**src/rtl/mc_control_fsm_if.sv**
```systemverilog
// Control bundle between the multi-cycle MIPS main control unit and its datapath.
// The controller is the master: it reads IR fields and flags, and drives every control line.
interface mc_control_fsm_if;
  logic [5:0] opcode;
  logic [5:0] funct;
  logic       zero;
  logic       mem_ready;

  logic       pc_write;
  logic       ir_write;
  logic       mem_read;
  logic       mem_write;
  logic       reg_write;
  logic       iord;
  logic       reg_dst;
  logic       mem_to_reg;
  logic [1:0] alu_src_a;
  logic [2:0] alu_src_b;
  logic [1:0] pc_source;
  logic [3:0] alu_ctrl;
  logic       instr_done;
  logic       illegal;
  logic [3:0] state;

  modport master (
    input  opcode, funct, zero, mem_ready,
    output pc_write, ir_write, mem_read, mem_write, reg_write,
    output iord, reg_dst, mem_to_reg, alu_src_a, alu_src_b, pc_source,
    output alu_ctrl, instr_done, illegal, state
  );

  modport slave (
    output opcode, funct, zero, mem_ready,
    input  pc_write, ir_write, mem_read, mem_write, reg_write,
    input  iord, reg_dst, mem_to_reg, alu_src_a, alu_src_b, pc_source,
    input  alu_ctrl, instr_done, illegal, state
  );
endinterface

```
**src/rtl/mc_control_fsm.sv**
```systemverilog
// Multi-cycle MIPS main control: fetch/decode/execute/memory/write-back sequencing,
// memory stalls on mem_ready, outputs decoded from the current state.
module mc_control_fsm (
  input  logic                 clk,
  input  logic                 rst_n,
  mc_control_fsm_if.master     bus
);

  typedef enum logic [3:0] {
    S_FETCH    = 4'd0,
    S_DECODE   = 4'd1,
    S_MEM_ADDR = 4'd2,
    S_MEM_RD   = 4'd3,
    S_WB_MEM   = 4'd4,
    S_MEM_WR   = 4'd5,
    S_EXEC_R   = 4'd6,
    S_WB_R     = 4'd7,
    S_BRANCH   = 4'd8,
    S_JUMP     = 4'd9,
    S_EXEC_I   = 4'd10,
    S_WB_I     = 4'd11
  } state_t;

  localparam logic [5:0] OP_RTYPE = 6'b000000;
  localparam logic [5:0] OP_LW    = 6'b100011;
  localparam logic [5:0] OP_SW    = 6'b101011;
  localparam logic [5:0] OP_BEQ   = 6'b000100;
  localparam logic [5:0] OP_J     = 6'b000010;
  localparam logic [5:0] OP_ADDI  = 6'b001000;
  localparam logic [5:0] OP_ORI   = 6'b001101;

  localparam logic [5:0] FN_ADD = 6'b100000;
  localparam logic [5:0] FN_SUB = 6'b100010;
  localparam logic [5:0] FN_AND = 6'b100100;
  localparam logic [5:0] FN_OR  = 6'b100101;
  localparam logic [5:0] FN_SLT = 6'b101010;
  localparam logic [5:0] FN_SLL = 6'b000000;

  localparam logic [3:0] ALU_AND = 4'b0000;
  localparam logic [3:0] ALU_OR  = 4'b0001;
  localparam logic [3:0] ALU_ADD = 4'b0010;
  localparam logic [3:0] ALU_SUB = 4'b0110;
  localparam logic [3:0] ALU_SLT = 4'b0111;
  localparam logic [3:0] ALU_SLL = 4'b1100;

  state_t     r_state;
  state_t     w_next_state;

  logic       w_funct_ok;
  logic [3:0] w_alu_r;

  logic       w_pc_write, w_ir_write, w_mem_read, w_mem_write, w_reg_write;
  logic       w_iord, w_reg_dst, w_mem_to_reg;
  logic [1:0] w_alu_src_a;
  logic [2:0] w_alu_src_b;
  logic [1:0] w_pc_source;
  logic [3:0] w_alu_ctrl;
  logic       w_instr_done, w_illegal;

  always_ff @(posedge clk or negedge rst_n) begin
    if (!rst_n) begin
      r_state <= S_FETCH;
    end else begin
      r_state <= w_next_state;
    end
  end

  // R-type funct decode: legality and the ALU operation it selects.
  always_comb begin
    w_funct_ok = 1'b1;
    w_alu_r    = ALU_ADD;
    unique case (bus.funct)
      FN_ADD:  w_alu_r = ALU_ADD;
      FN_SUB:  w_alu_r = ALU_SUB;
      FN_AND:  w_alu_r = ALU_AND;
      FN_OR:   w_alu_r = ALU_OR;
      FN_SLT:  w_alu_r = ALU_SLT;
      FN_SLL:  w_alu_r = ALU_SLL;
      default: w_funct_ok = 1'b0;
    endcase
  end

  always_comb begin
    w_next_state = r_state;
    w_pc_write   = 1'b0;
    w_ir_write   = 1'b0;
    w_mem_read   = 1'b0;
    w_mem_write  = 1'b0;
    w_reg_write  = 1'b0;
    w_iord       = 1'b0;
    w_reg_dst    = 1'b0;
    w_mem_to_reg = 1'b0;
    w_alu_src_a  = 2'd0;
    w_alu_src_b  = 3'd0;
    w_pc_source  = 2'd0;
    w_alu_ctrl   = ALU_ADD;
    w_instr_done = 1'b0;
    w_illegal    = 1'b0;

    unique case (r_state)
      S_FETCH: begin
        w_mem_read  = 1'b1;
        w_alu_src_b = 3'd1;
        if (bus.mem_ready) begin
          w_ir_write   = 1'b1;
          w_pc_write   = 1'b1;
          w_next_state = S_DECODE;
        end
      end

      // The ALU precomputes the branch target into ALUOut while decoding.
      S_DECODE: begin
        w_alu_src_b = 3'd3;
        unique case (bus.opcode)
          OP_LW, OP_SW:     w_next_state = S_MEM_ADDR;
          OP_BEQ:           w_next_state = S_BRANCH;
          OP_J:             w_next_state = S_JUMP;
          OP_ADDI, OP_ORI:  w_next_state = S_EXEC_I;
          OP_RTYPE: begin
            if (w_funct_ok) begin
              w_next_state = S_EXEC_R;
            end else begin
              w_illegal    = 1'b1;
              w_next_state = S_FETCH;
            end
          end
          default: begin
            w_illegal    = 1'b1;
            w_next_state = S_FETCH;
          end
        endcase
      end

      S_MEM_ADDR: begin
        w_alu_src_a  = 2'd1;
        w_alu_src_b  = 3'd2;
        w_next_state = (bus.opcode == OP_SW) ? S_MEM_WR : S_MEM_RD;
      end

      S_MEM_RD: begin
        w_mem_read = 1'b1;
        w_iord     = 1'b1;
        if (bus.mem_ready) begin
          w_next_state = S_WB_MEM;
        end
      end

      S_WB_MEM: begin
        w_reg_write  = 1'b1;
        w_mem_to_reg = 1'b1;
        w_instr_done = 1'b1;
        w_next_state = S_FETCH;
      end

      S_MEM_WR: begin
        w_mem_write = 1'b1;
        w_iord      = 1'b1;
        if (bus.mem_ready) begin
          w_instr_done = 1'b1;
          w_next_state = S_FETCH;
        end
      end

      // sll shifts rt by shamt, so both ALU inputs are rerouted.
      S_EXEC_R: begin
        w_alu_ctrl   = w_alu_r;
        if (bus.funct == FN_SLL) begin
          w_alu_src_a = 2'd2;
          w_alu_src_b = 3'd4;
        end else begin
          w_alu_src_a = 2'd1;
          w_alu_src_b = 3'd0;
        end
        w_next_state = S_WB_R;
      end

      S_WB_R: begin
        w_reg_write  = 1'b1;
        w_reg_dst    = 1'b1;
        w_instr_done = 1'b1;
        w_next_state = S_FETCH;
      end

      S_EXEC_I: begin
        w_alu_src_a = 2'd1;
        if (bus.opcode == OP_ORI) begin
          w_alu_src_b = 3'd5;
          w_alu_ctrl  = ALU_OR;
        end else begin
          w_alu_src_b = 3'd2;
        end
        w_next_state = S_WB_I;
      end

      S_WB_I: begin
        w_reg_write  = 1'b1;
        w_instr_done = 1'b1;
        w_next_state = S_FETCH;
      end

      S_BRANCH: begin
        w_alu_src_a  = 2'd1;
        w_alu_ctrl   = ALU_SUB;
        w_pc_source  = 2'd1;
        w_pc_write   = bus.zero;
        w_instr_done = 1'b1;
        w_next_state = S_FETCH;
      end

      S_JUMP: begin
        w_pc_source  = 2'd2;
        w_pc_write   = 1'b1;
        w_instr_done = 1'b1;
        w_next_state = S_FETCH;
      end

      default: w_next_state = S_FETCH;
    endcase
  end

  // Strobes are masked by rst_n directly so reset silences them without a clock edge.
  assign bus.pc_write   = w_pc_write   & rst_n;
  assign bus.ir_write   = w_ir_write   & rst_n;
  assign bus.mem_read   = w_mem_read   & rst_n;
  assign bus.mem_write  = w_mem_write  & rst_n;
  assign bus.reg_write  = w_reg_write  & rst_n;
  assign bus.instr_done = w_instr_done & rst_n;
  assign bus.illegal    = w_illegal    & rst_n;

  assign bus.iord       = w_iord;
  assign bus.reg_dst    = w_reg_dst;
  assign bus.mem_to_reg = w_mem_to_reg;
  assign bus.alu_src_a  = w_alu_src_a;
  assign bus.alu_src_b  = w_alu_src_b;
  assign bus.pc_source  = w_pc_source;
  assign bus.alu_ctrl   = w_alu_ctrl;
  assign bus.state      = r_state;

endmodule

```
**src/flat_wrapper.sv**
```systemverilog
// flat-port wrapper written by rule: the top's interface ports become plain ports
module mc_control_fsm_flat 
  (clk, rst_n, bus_opcode, bus_funct, bus_zero, bus_mem_ready, bus_pc_write, bus_ir_write, bus_mem_read, bus_mem_write, bus_reg_write, bus_iord, bus_reg_dst, bus_mem_to_reg, bus_alu_src_a, bus_alu_src_b, bus_pc_source, bus_alu_ctrl, bus_instr_done, bus_illegal, bus_state);
  mc_control_fsm_if bus_i ();
  input  logic clk;
  input  logic rst_n;
  input wire logic [$bits(bus_i.opcode)-1:0] bus_opcode;
  input wire logic [$bits(bus_i.funct)-1:0] bus_funct;
  input wire logic [$bits(bus_i.zero)-1:0] bus_zero;
  input wire logic [$bits(bus_i.mem_ready)-1:0] bus_mem_ready;
  output wire logic [$bits(bus_i.pc_write)-1:0] bus_pc_write;
  output wire logic [$bits(bus_i.ir_write)-1:0] bus_ir_write;
  output wire logic [$bits(bus_i.mem_read)-1:0] bus_mem_read;
  output wire logic [$bits(bus_i.mem_write)-1:0] bus_mem_write;
  output wire logic [$bits(bus_i.reg_write)-1:0] bus_reg_write;
  output wire logic [$bits(bus_i.iord)-1:0] bus_iord;
  output wire logic [$bits(bus_i.reg_dst)-1:0] bus_reg_dst;
  output wire logic [$bits(bus_i.mem_to_reg)-1:0] bus_mem_to_reg;
  output wire logic [$bits(bus_i.alu_src_a)-1:0] bus_alu_src_a;
  output wire logic [$bits(bus_i.alu_src_b)-1:0] bus_alu_src_b;
  output wire logic [$bits(bus_i.pc_source)-1:0] bus_pc_source;
  output wire logic [$bits(bus_i.alu_ctrl)-1:0] bus_alu_ctrl;
  output wire logic [$bits(bus_i.instr_done)-1:0] bus_instr_done;
  output wire logic [$bits(bus_i.illegal)-1:0] bus_illegal;
  output wire logic [$bits(bus_i.state)-1:0] bus_state;
  assign bus_i.opcode = bus_opcode;
  assign bus_i.funct = bus_funct;
  assign bus_i.zero = bus_zero;
  assign bus_i.mem_ready = bus_mem_ready;
  assign bus_pc_write = bus_i.pc_write;
  assign bus_ir_write = bus_i.ir_write;
  assign bus_mem_read = bus_i.mem_read;
  assign bus_mem_write = bus_i.mem_write;
  assign bus_reg_write = bus_i.reg_write;
  assign bus_iord = bus_i.iord;
  assign bus_reg_dst = bus_i.reg_dst;
  assign bus_mem_to_reg = bus_i.mem_to_reg;
  assign bus_alu_src_a = bus_i.alu_src_a;
  assign bus_alu_src_b = bus_i.alu_src_b;
  assign bus_pc_source = bus_i.pc_source;
  assign bus_alu_ctrl = bus_i.alu_ctrl;
  assign bus_instr_done = bus_i.instr_done;
  assign bus_illegal = bus_i.illegal;
  assign bus_state = bus_i.state;
  mc_control_fsm u_core (.clk(clk), .rst_n(rst_n), .bus(bus_i));
endmodule
```
**config.mk**
```make
export PLATFORM = sky130hd
export DESIGN_NAME = mc_control_fsm_flat
export DESIGN_NICKNAME = d
export VERILOG_FILES = /design/src/rtl/mc_control_fsm_if.sv /design/src/rtl/mc_control_fsm.sv /design/src/flat_wrapper.sv
export SDC_FILE = /design/constraint.sdc
export NUM_CORES = 1
export LEC_CHECK = 0
export CORE_MARGIN = 2
export CORE_UTILIZATION = 40
export CTS_BUF_LIST = sky130_fd_sc_hd__clkbuf_8 sky130_fd_sc_hd__clkbuf_16
export CTS_CLUSTER_DIAMETER = 100
export DETAILED_ROUTE_END_ITERATION = 8
export PLACE_DENSITY_LB_ADDON = 0.12
export REMOVE_ABC_BUFFERS = 1
export SYNTH_ARGS = -nofsm -noshare
export SYNTH_HDL_FRONTEND = slang
export SYNTH_SLANG_ARGS = --single-unit
export TNS_END_PERCENT = 50
```
**constraint.sdc**
```tcl
create_clock -name clk -period 1.9 [get_ports clk]
set_clock_uncertainty 0.1 [all_clocks]
set_input_delay 0.38 -clock clk [delete_from_list [all_inputs] [get_ports clk]]
set_output_delay 0.38 -clock clk [all_outputs]
set_load 0.02 [all_outputs]
```
**Word-level counts from Yosys, hierarchy flattened**

Cells that the tools add are included.

- Add/subtract/negate cells: 0
- $mul: 0
- Div/mod/pow operators: 0
- Magnitude comparators: 0
- Equal/unequal tests: 25
- Shift-type cells: 0
- Multiplexer cells: 30
- Bitwise gates (word level): 7
- Reduce and logical (&&, ||, !) cells: 13

Operators with widths:

| operator | count |
|---|---|
| 6-bit == test (second input constant) | 7 |
| 4-bit one-hot mux with 5 select lines | 2 |
| 4-bit one-hot mux with 7 select lines | 1 |
| 4-bit by 3-bit == test with 1-bit output (second input constant) | 4 |
| 4-bit == test (second input constant) | 4 |
| 3-bit one-hot mux with 5 select lines | 1 |
| 6-bit by 4-bit == test with 1-bit output (second input constant) | 2 |
| 6-bit logical NOT | 2 |
| 3-bit two-way mux | 4 |
| 4-bit two-way mux | 3 |
| 4-bit one-hot mux with 3 select lines | 1 |
| 6-bit OR reduction | 2 |
| 1-bit two-way mux | 11 |
| 4-bit by 2-bit == test with 1-bit output (second input constant) | 2 |
| 2-bit one-hot mux with 2 select lines | 2 |
| 2-bit OR reduction | 4 |
| 1-bit AND | 7 |
| 6-bit by 2-bit == test with 1-bit output (second input constant) | 1 |
| 6-bit by 3-bit == test with 1-bit output (second input constant) | 1 |
| 2-bit inequality test (second input constant) | 3 |
| 3-bit OR reduction | 2 |
| 5-bit OR reduction | 1 |
| 4-bit by 1-bit == test with 1-bit output (second input constant) | 1 |
| 4-bit logical NOT | 1 |
| other kinds (4) | 6 |

- Register bits after elaboration: 4
- Latch bits: 0
- Memory bits (writable): 0
- Bits in read-only memories: 0
- Input port bits: 16
- Output and inout bits: 25
- Logic and storage cells: 76
- Memories: 0

**Logic depth before layout (Yosys ltp)**

Gate-level depths: netlist of run 1.

- Depth after elaboration: 7
- Depth in mapped cells: 6
- Mapped depth without buffers: 5

**Worst setup path before layout of run 1**

Ideal clock, no wire load.

- Path type: input to output
- Start: input bus_opcode[3]
- End: output bus_illegal
- Arrival: 1.644 ns
- Required time: 1.420 ns
- Path slack: -0.224 ns
- Stages on the path: 6
- Buffers on the path: 1
- Path through: buf_2 > xnor2_1 > o21ai_1 > a21oi_1 > nor3_1 > nor4_1

- Word-level cells in the longest chain between the ends: 5
- Elaborated cells between the ends (all ways): 11
- Classes of those cells: eq/ne (6); mux (2); bitwise (1); reduce/logical (2)

RTL lines:

| item | RTL line | source |
|---|---|---|
| from (decl) | flat_wrapper.sv:7 | `input wire logic [$bits(bus_i.opcode)-1:0] bus_opcode;` |
| 6-bit == test (tied with other cells) | mc_control_fsm.sv:114 | `unique case (bus.opcode)` |
| 6-bit OR reduction (no source line) | n/a |  |
| 1-bit one-hot mux with 2 select lines (*) | mc_control_fsm.sv:114 |  |
| 1-bit two-way mux (*) | mc_control_fsm.sv:100 | `unique case (r_state)` |
| 1-bit AND (*) | mc_control_fsm.sv:228 | `assign bus.illegal = w_illegal & rst_n;` |
| to (decl) | flat_wrapper.sv:24 | `output wire logic [$bits(bus_i.illegal)-1:0] bus_illegal;` |

Every way passes the cells marked *; elsewhere a longest branch is shown, timed or not.

**Worst setup path in the final report of run 1**

- Start: input bus_opcode[5]
- End: output bus_illegal

The elaborated chain is that of the path after synthesis.

==> results of run 1 <==
-- area by class of cell --
cell class / instances / area, µm²
clock buffers: 3 / 41.3
fillers: 82 / 145
inverters: 1 / 3.75
multi-input cells: 104 / 818
flip-flops and latches: 4 / 105
well taps: 27 / 33.8
repair buffers: 96 / 774
-- per-layer routing --
| layer | GRT usage | wire length, µm | up-vias |
|---|---|---|---|
| met5 | 0 | 0 | - |
| met4 | 0.162 | 429 | 0 |
| met3 | 0.0859 | 529 | 51 |
| met2 | 0.582 | 2440 | 137 |
| met1 | 0.347 | 1830 | 684 |
| li1 | - | - | 616 |
-- worst reg2reg max path, delay by kind of cell, from the launching register on --
family | cells | cell delay (ns)
flip-flops | 1 | 0.43
AND/OR/NAND/NOR | 2 | 0.22
AO/OA/AOI/OAI | 3 | 0.51
buffers and inverters | 2 | 0.33
-- cells in the final DEF, fill, tap and decap left out, drive strengths merged, types with 3 or more instances in the layout --
| master | n |
|---|---|
| a21oi | 3 |
| and3 | 5 |
| buf | 81 |
| clkbuf | 5 |
| clkdlybuf4s15 | 4 |
| dfrtp | 4 |
| dlygate4sd2 | 5 |
| nand2 | 13 |
| nand2b | 8 |
| nand3 | 4 |
| nand3b | 3 |
| nor2 | 15 |
| nor2b | 4 |
| nor3 | 6 |
| nor4 | 4 |
| nor4b | 3 |
| o21a | 3 |
| o21ai | 8 |
| o22ai | 5 |
| xnor2 | 3 |
-- cell families after synthesis --
| family | Yosys count | share of synthesized area |
|---|---|---|
| fa+ha+maj | 1 | 0.0125 |
| flops | 4 | 0.125 |
| compound gates | 28 | 0.231 |
| buf+inv | 10 | 0.0764 |
| xor+xnor | 3 | 0.0328 |
| simple gates | 72 | 0.523 |
-- timing repair --
item,CTS,global route
cloned,0,0
hold endpoints to repair,0,0
pin swaps,19,12
gates resized for setup,166,34
setup endpoints to repair,24,20
buffers inserted,5,3
-- power by group through the flow --
stage	logic, µW	registers [µW]	clock network (µW)
detailed placement	255	94.2	0
finish	332	95.1	183
CTS	270	95.0	178
global placement	247	93.8	0
floorplan	84.4	103	0
global route	344	95.4	188
-- path summary, 6_finish.rpt --
| path | startpoint | end | slack [ns] | cells past startpoint |
|---|---|---|---|---|
| min in group clk | bus_opcode[0] | u_core.bus.state[1] | 0.72 | 4 |
| max reg2reg | u_core.bus.state[0] | u_core.bus.state[0] | 0.15 | 7 |
| max in group asynchronous | rst_n | u_core.bus.state[2] | 1.41 | 3 |
| min reg2reg | u_core.bus.state[2] | u_core.bus.state[0] | 0.74 | 2 |
| min | rst_n | u_core.bus.state[3] | 0.06 | 2 |
| max | bus_opcode[5] | bus_illegal | -0.14 | 7 |
-- metrics by stage --
| stage | instance area [µm²] | worst slack (ns) | TNS [ns] | util | instances |
|---|---|---|---|---|---|
| after global placement | 1540 | -0.909 | -11.38 | 0.801 | 224 |
| after CTS | 1670 | -0.130 | -0.421 | 0.868 | 232 |
| after detailed placement | 1540 | -0.926 | -12.37 | 0.801 | 224 |
| after floorplan | 744 | -0.301 | -1.11 | - | 109 |
| after global routing | 1780 | -0.205 | -1.69 | 0.924 | 235 |
| final | 1780 | -0.145 | -1.02 | 0.924 | 235 |
==> metrics, run 1 <==
startpoint class of the critical path=input pin; peak fanout along the critical path=4; initial antenna violation count=0; CTS tree=done; Post-Route WL=between 5 and 6 mm; number of nets in the layout=~230; wire length of the first global-routing pass=approximately 6.0 mm; share of cells above drive strength 1=0.620; critical path's largest stage delay=0.28 ns; tightest slew margin relative to the limit=0.795; post-route worst hold slack=approximately 0.065 ns; maximum ir drop on the vdd rail=0.000557 V; failing checks=negative setup slack; share of synthesized registers carrying an async set or reset=1.00; remaining routing DRC violations=0; combinational cell fraction of total power=0.544; largest area contributor in the synthesized netlist=sky130_fd_sc_hd__dfrtp_1; count leader, synth=sky130_fd_sc_hd__nor2_1; Cell Area, Synth=802 µm²; Max H-tree Level=1; fraction of post-synthesis cell area in the top cell type by area=0.125; delay-heaviest family, CP=buffers and inverters; Final HPWL DP=2.48 mm; Die Height=approximately 49 µm; maximum number of pins on one net before global-route repair=9; warning count from the yosys run=0; number of rows in the core area=16; worst-path cell chain=clkdlybuf4s15_1 > buf_4 > nor2_1 > o2111ai_2 > nand2_1 > nor4_2 > buf_4; share of total power in sequential cells=0.156; most frequently used flop master after synthesis=sky130_fd_sc_hd__dfrtp_1; Post-Syn Area per Cell=between 6 and 7 µm²; count of hold-fix buffers inserted at cts=0; internal portion of total power=about 390 µW; Critical Path End Type=output port; TritonCTS sink count=4; number of detailed-routing iterations run before antenna repair=4; total routing resource utilization after global routing=0.324; setup slack of the critical path after layout=-0.145 ns; required time of the critical path=approximately 1.4 ns; number of antenna-violating nets in the routed design=0; root buf cell=sky130_fd_sc_hd__clkbuf_8; Power Density=between 300 and 400 nW/µm²; Die Area=between 2000 and 2500 µm²; top cells by instance count after synthesis=sky130_fd_sc_hd__nor2_1, sky130_fd_sc_hd__nand2_1, sky130_fd_sc_hd__nand2b_1; first-iteration detailed-routing DRC count=104; register clock-pin slew on the reported worst setup and hold paths=~0.030 ns; switching share of total power=0.363; achievable clock frequency=489 MHz; number of global-route vias before repair=between 1000 and 1500; Hold/Removal Path Class=in2async; final-report setup violation count=14; share of total power in the clock network=0.300; Post-Syn Instances=118; result of the run=finished, violations left; max-capacitance violation count=0; gpl congestion=~0.9; Largest register FFs=4; die outline width=48.8 µm; Inserted Clock Buffers=3; count of pins over their slew limit=0; area of the core=between 1500 and 2000 µm²; overall power of the completed layout=between 600 and 700 µW; synthesis-to-finish area growth=122%; Boundary Pins=about 40; drt via density=between 6 and 7; CP Class=in2out; EDFF count, synth=0; Critical Path Most Common Cell=sky130_fd_sc_hd__buf_4; register area share after synthesis=0.125; grt ovf=0; number of diodes added for antenna fixing=0; routed length per placed instance=approximately 22 µm; RSZ-0062 raised after global routing=yes; vias=about 1500; buffers from clock root to sink, at most=2; total of flip-flops plus latches after synthesis=4; final count of hold timing violations=0; CP max stage cell=sky130_fd_sc_hd__clkdlybuf4s15_1; net switching power=~220 µW; WP buf/inv=3; ranking of synthesized cells by area=sky130_fd_sc_hd__dfrtp_1, sky130_fd_sc_hd__nor2_1, sky130_fd_sc_hd__nand2b_1; number of buffer cells added on primary ports=40; post-synth cell types=41; clock insertion delay at the later pin of the skew report=0.22 ns; P_leak=around 0.00087 µW; Data arrival, critical path=~1.6 ns; starting utilization of the core area=0.417; final critical delay including setup and external delays=around 2.0 ns; share of the clock period used by the worst path=1.08; slew at the pin with the worst max-slew slack=between 0.3 and 0.4 ns
No activity file was read; power rests on OpenSTA's default activity.
==> run 2, diff against run 1 <==
CTS_CLUSTER_SIZE = 30   (was default)
==> results of run 2 <==
Same layout as run 1: the final DEF is identical, and so are final timing and power.
==> run 3, diff against run 2 <==
CORE_ASPECT_RATIO = 1.25   (was default)
==> run 3 against run 2 <==
Effect of this change:
- the flow now stops in global routing (5_1_grt)
- synthesized area is the same
- synthesized cell count is the same
==> metrics, run 3 <==
share of synthesized registers carrying an async set or reset=1.00; buffers from clock root to sink, at most=2; number of rows in the core area=18; placed cell count=~220; warning count from the yosys run=0; initial antenna violation count=0; largest area contributor in the synthesized netlist=sky130_fd_sc_hd__dfrtp_1; total placed instance area=roughly 1500 µm²; register area share after synthesis=0.125; result of the run=did not finish; Max H-tree Level=1; EDFF count, synth=0; xor and xnor fraction of the mapped netlist area=0.0328; Final HPWL DP=about 2.4 mm; Die Height=approximately 54 µm; post-synthesis share of cell area spent on and, or, nand and nor gates=0.523; starting utilization of the core area=0.414; total of flip-flops plus latches after synthesis=4; gpl congestion=between 0.8 and 0.9; top cells by instance count after synthesis=sky130_fd_sc_hd__nor2_1, sky130_fd_sc_hd__nand2_1, sky130_fd_sc_hd__nand2b_1; Boundary Pins=between 40 and 50; number of buffer cells added on primary ports=40; Post-Syn Instances=between 100 and 150; terminating stage of the flow=global routing (5_1_grt); die outline width=44.1 µm; count of hold-fix buffers inserted at cts=0; maximum number of pins on one net before global-route repair=9; area share of fa/ha/maj cells after synthesis=0.0125; post-synth cell types=between 40 and 50; Cell Area, Synth=~800 µm²; Inserted Clock Buffers=3; pre-CTS setup slack=-0.927 ns; post-synthesis compound-gate area fraction=0.231; first error line in the log=[ERROR DPL-0033] detailed placement checks failed during check placement.; worst-slack endpoint at the end of global-route timing repair=bus_alu_ctrl[1]; ranking of synthesized cells by area=sky130_fd_sc_hd__dfrtp_1, sky130_fd_sc_hd__nor2_1, sky130_fd_sc_hd__nand2b_1; root buf cell=sky130_fd_sc_hd__clkbuf_8; type of pin the worst path ends at=primary output; largest family of logic cells by synthesized area=simple AND/OR/NAND/NOR gates; share of synthesized area spent on multiplexers=0; Post-Syn Area per Cell=~6.8 µm²; fraction of post-synthesis cell area in the top cell type by area=0.125; count leader, synth=sky130_fd_sc_hd__nor2_1; most frequently used flop master after synthesis=sky130_fd_sc_hd__dfrtp_1; TritonCTS sink count=4
run 3: logic make-up after synthesis:
| logic type | Yosys count |
|---|---|
| adders and majority gates | 1 |
| xor gates and xnor gates | 3 |
| buffers and inverters | 10 |
| AOI/OAI and AO/OA | 28 |
| DFF | 4 |
| and+or+nand+nor | 72 |
run 3: stage by stage:
stage                     hold slack (ns)  utilization
after global placement              0.472        0.798
after floorplan                   -0.0156            -
after CTS                           0.398        0.868
after detailed placement            0.467        0.798
run 3: repair_timing:
item,in CTS
buffers inserted,7
resized for setup,174
setup endpoints to repair,23
pin swaps,16
==> run 4, diff against run 3 <==
CORE_AREA = 2 2 63 65   (was default)
CORE_ASPECT_RATIO = default   (was 1.25)
CORE_MARGIN = default   (was 2)
CORE_UTILIZATION = default   (was 40)
CTS_BUF_LIST = default   (was sky130_fd_sc_hd__clkbuf_8 sky130_fd_sc_hd__clkbuf_16)
CTS_CLUSTER_DIAMETER = default   (was 100)
CTS_CLUSTER_SIZE = default   (was 30)
DIE_AREA = 0 0 65 67   (was default)
PLACE_DENSITY_LB_ADDON = 0.15   (was 0.12)
==> run 4 against run 3 <==
Effect of this change:
- the flow now finishes, with violations (negative setup slack)
==> metrics, run 4 (same netlist as run 1, synthesis figures left out) <==
CTS tree=done; net switching power=approximately 200 µW; Inserted Clock Buffers=3; worst reg2reg path depth=8; number of buffer cells added on primary ports=40; busiest layer in global routing=met2; Power Density=307 nW/µm²; Hold/Removal Path Class=in2async; register clock-pin slew on the reported worst setup and hold paths=approximately 0.030 ns; switching share of total power=0.338; total routing resource utilization after global routing=0.173; number of nets in the layout=240; Data arrival, critical path=around 1.4 ns; wire length of the first global-routing pass=around 5.9 mm; internal portion of total power=~390 µW; Post-Route WL=about 3.7 mm; required time of the critical path=~1.4 ns; number of global-route vias before repair=approximately 1300; synthesis-to-finish area growth=140%; initial antenna violation count=0; Boundary Pins=roughly 40; fraction of met1 tracks used by global routing=0.207; area of the core=approximately 3600 µm²; Die Area=~4400 µm²; peak fanout along the critical path=5; pre-CTS setup slack=-0.973 ns; sequential cell area=between 100 and 150 µm²; final count of hold timing violations=0; CP Class=in2out; P_leak=0.000921 µW; worst reg2reg endpoint=u_core.bus.state[0]; beginning of the critical path=bus_opcode[4]; buffers from clock root to sink, at most=2; placed cell count=between 200 and 300; Die Height=approximately 67 µm; combinational cell fraction of total power=0.531; slew at the pin with the worst max-slew slack=0.258 ns; highest-count cells in the layout ignoring fill and taps=sky130_fd_sc_hd__buf_4, sky130_fd_sc_hd__buf_2, sky130_fd_sc_hd__buf_6; met3 Usage GRT=0.0270; RSZ-0062 raised after global routing=yes; vias=around 1300; reg-to-reg slack, setup=0.15 ns; Critical Path End Type=output port; Max H-tree Level=1; root buf cell=sky130_fd_sc_hd__clkbuf_8; GR met2 Demand/Resource=0.316; final-layout fill cell count=363; number of diodes added for antenna fixing=0; multi-input gate area in the final layout=approximately 850 µm²; drt via density=~4.8; setup slack of the critical path after layout=-0.0199 ns; number of detailed-routing iterations run before antenna repair=4; result of the run=finished, violations left; failing checks=negative setup slack; achievable clock frequency=between 500 and 600 MHz; startpoint class of the critical path=input pin; Final HPWL DP=roughly 2.6 mm; final-report setup violation count=4; die outline width=~65 µm; maximum number of pins on one net before global-route repair=13; routed length per placed instance=approximately 14 µm; number of antenna-violating nets in the routed design=0; share of cells above drive strength 1=0.676; starting utilization of the core area=0.222; max-capacitance violation count=0; first-iteration detailed-routing DRC count=44; gpl congestion=roughly 0.89; number of rows in the core area=22; share of total power in sequential cells=0.157; Critical R2R Launch=u_core.bus.state[0]; commonest non-fill, non-tap cell in the layout=sky130_fd_sc_hd__buf_4; count of pins over their slew limit=0; tightest slew margin relative to the limit=0.827; share of total power in the clock network=0.312; share of the clock period used by the worst path=1.01; Largest register FFs=4; count of hold-fix buffers inserted at cts=0; TritonCTS sink count=4; remaining routing DRC violations=0; maximum ir drop on the vdd rail=0.000349 V; clock insertion delay at the later pin of the skew report=roughly 0.22 ns; final critical delay including setup and external delays=around 1.9 ns; grt ovf=0; final std cells w/o fill=270
==> run 4: how the worst max path moves through the flow <==
stage / endpoint / cells after the start
after detailed placement: bus_illegal / 7
after CTS: bus_pc_write / 4
after global placement: bus_illegal / 7
final: bus_illegal / 7
after global routing: bus_alu_src_a[0] / 7
after floorplan: bus_alu_ctrl[2] / 3
==> run 4: repair_timing <==
item | CTS | global route
buffers inserted | 6 | 9
pin swaps | 15 | 10
setup endpoints to repair | 24 | 17
cloned | 0 | 1
resized for setup | 185 | 30
==> run 4: stage by stage <==
step	setup TNS (ns)	power, µW	area, µm²	hold WS (ns)	utilization
global placement	-12.53	348	1610	0.570	0.447
CTS	-0.179	561	1780	0.397	0.494
finish	-0.0683	590	1920	0.0194	0.533
detailed placement	-12.67	350	1610	0.564	0.447
global route	-0.888	622	1920	0.0273	0.533
floorplan	-1.11	187	744	-0.0156	-
==> run 4: layout make-up <==
class | count | area share
inverters | 1 | 0.00195
clock buffers | 3 | 0.0215
repair buffers | 110 | 0.448
well taps | 48 | 0.0312
multi-input cells | 104 | 0.443
flip-flops and latches | 4 | 0.0540
==> run 4: per-layer routing <==
layer  vias up  routed length (µm)
li1        646                   -
met1       620                1510
met2        34                1970
met3         8                 134
met4         0                  55
met5         -                   0
==> run 4: critical path, stage by stage <==
cell and delay [ns]:
sky130_fd_sc_hd__dlygate4sd2_1 0.26, sky130_fd_sc_hd__buf_6 0.13, sky130_fd_sc_hd__nor3_1 0.21, sky130_fd_sc_hd__o2111ai_2 0.16, sky130_fd_sc_hd__nand2_2 0.11, sky130_fd_sc_hd__nor4_2 0.04
sky130_fd_sc_hd__buf_4 0.15
==> run 4: power groups by stage <==
stage               clock network (µW)  registers, µW  logic, µW
floorplan                            0            103       84.4
global placement                     0           91.8        256
detailed placement                   0           91.7        258
CTS                                186           92.0        283
global route                       195           92.9        334
finish                             184           92.8        313
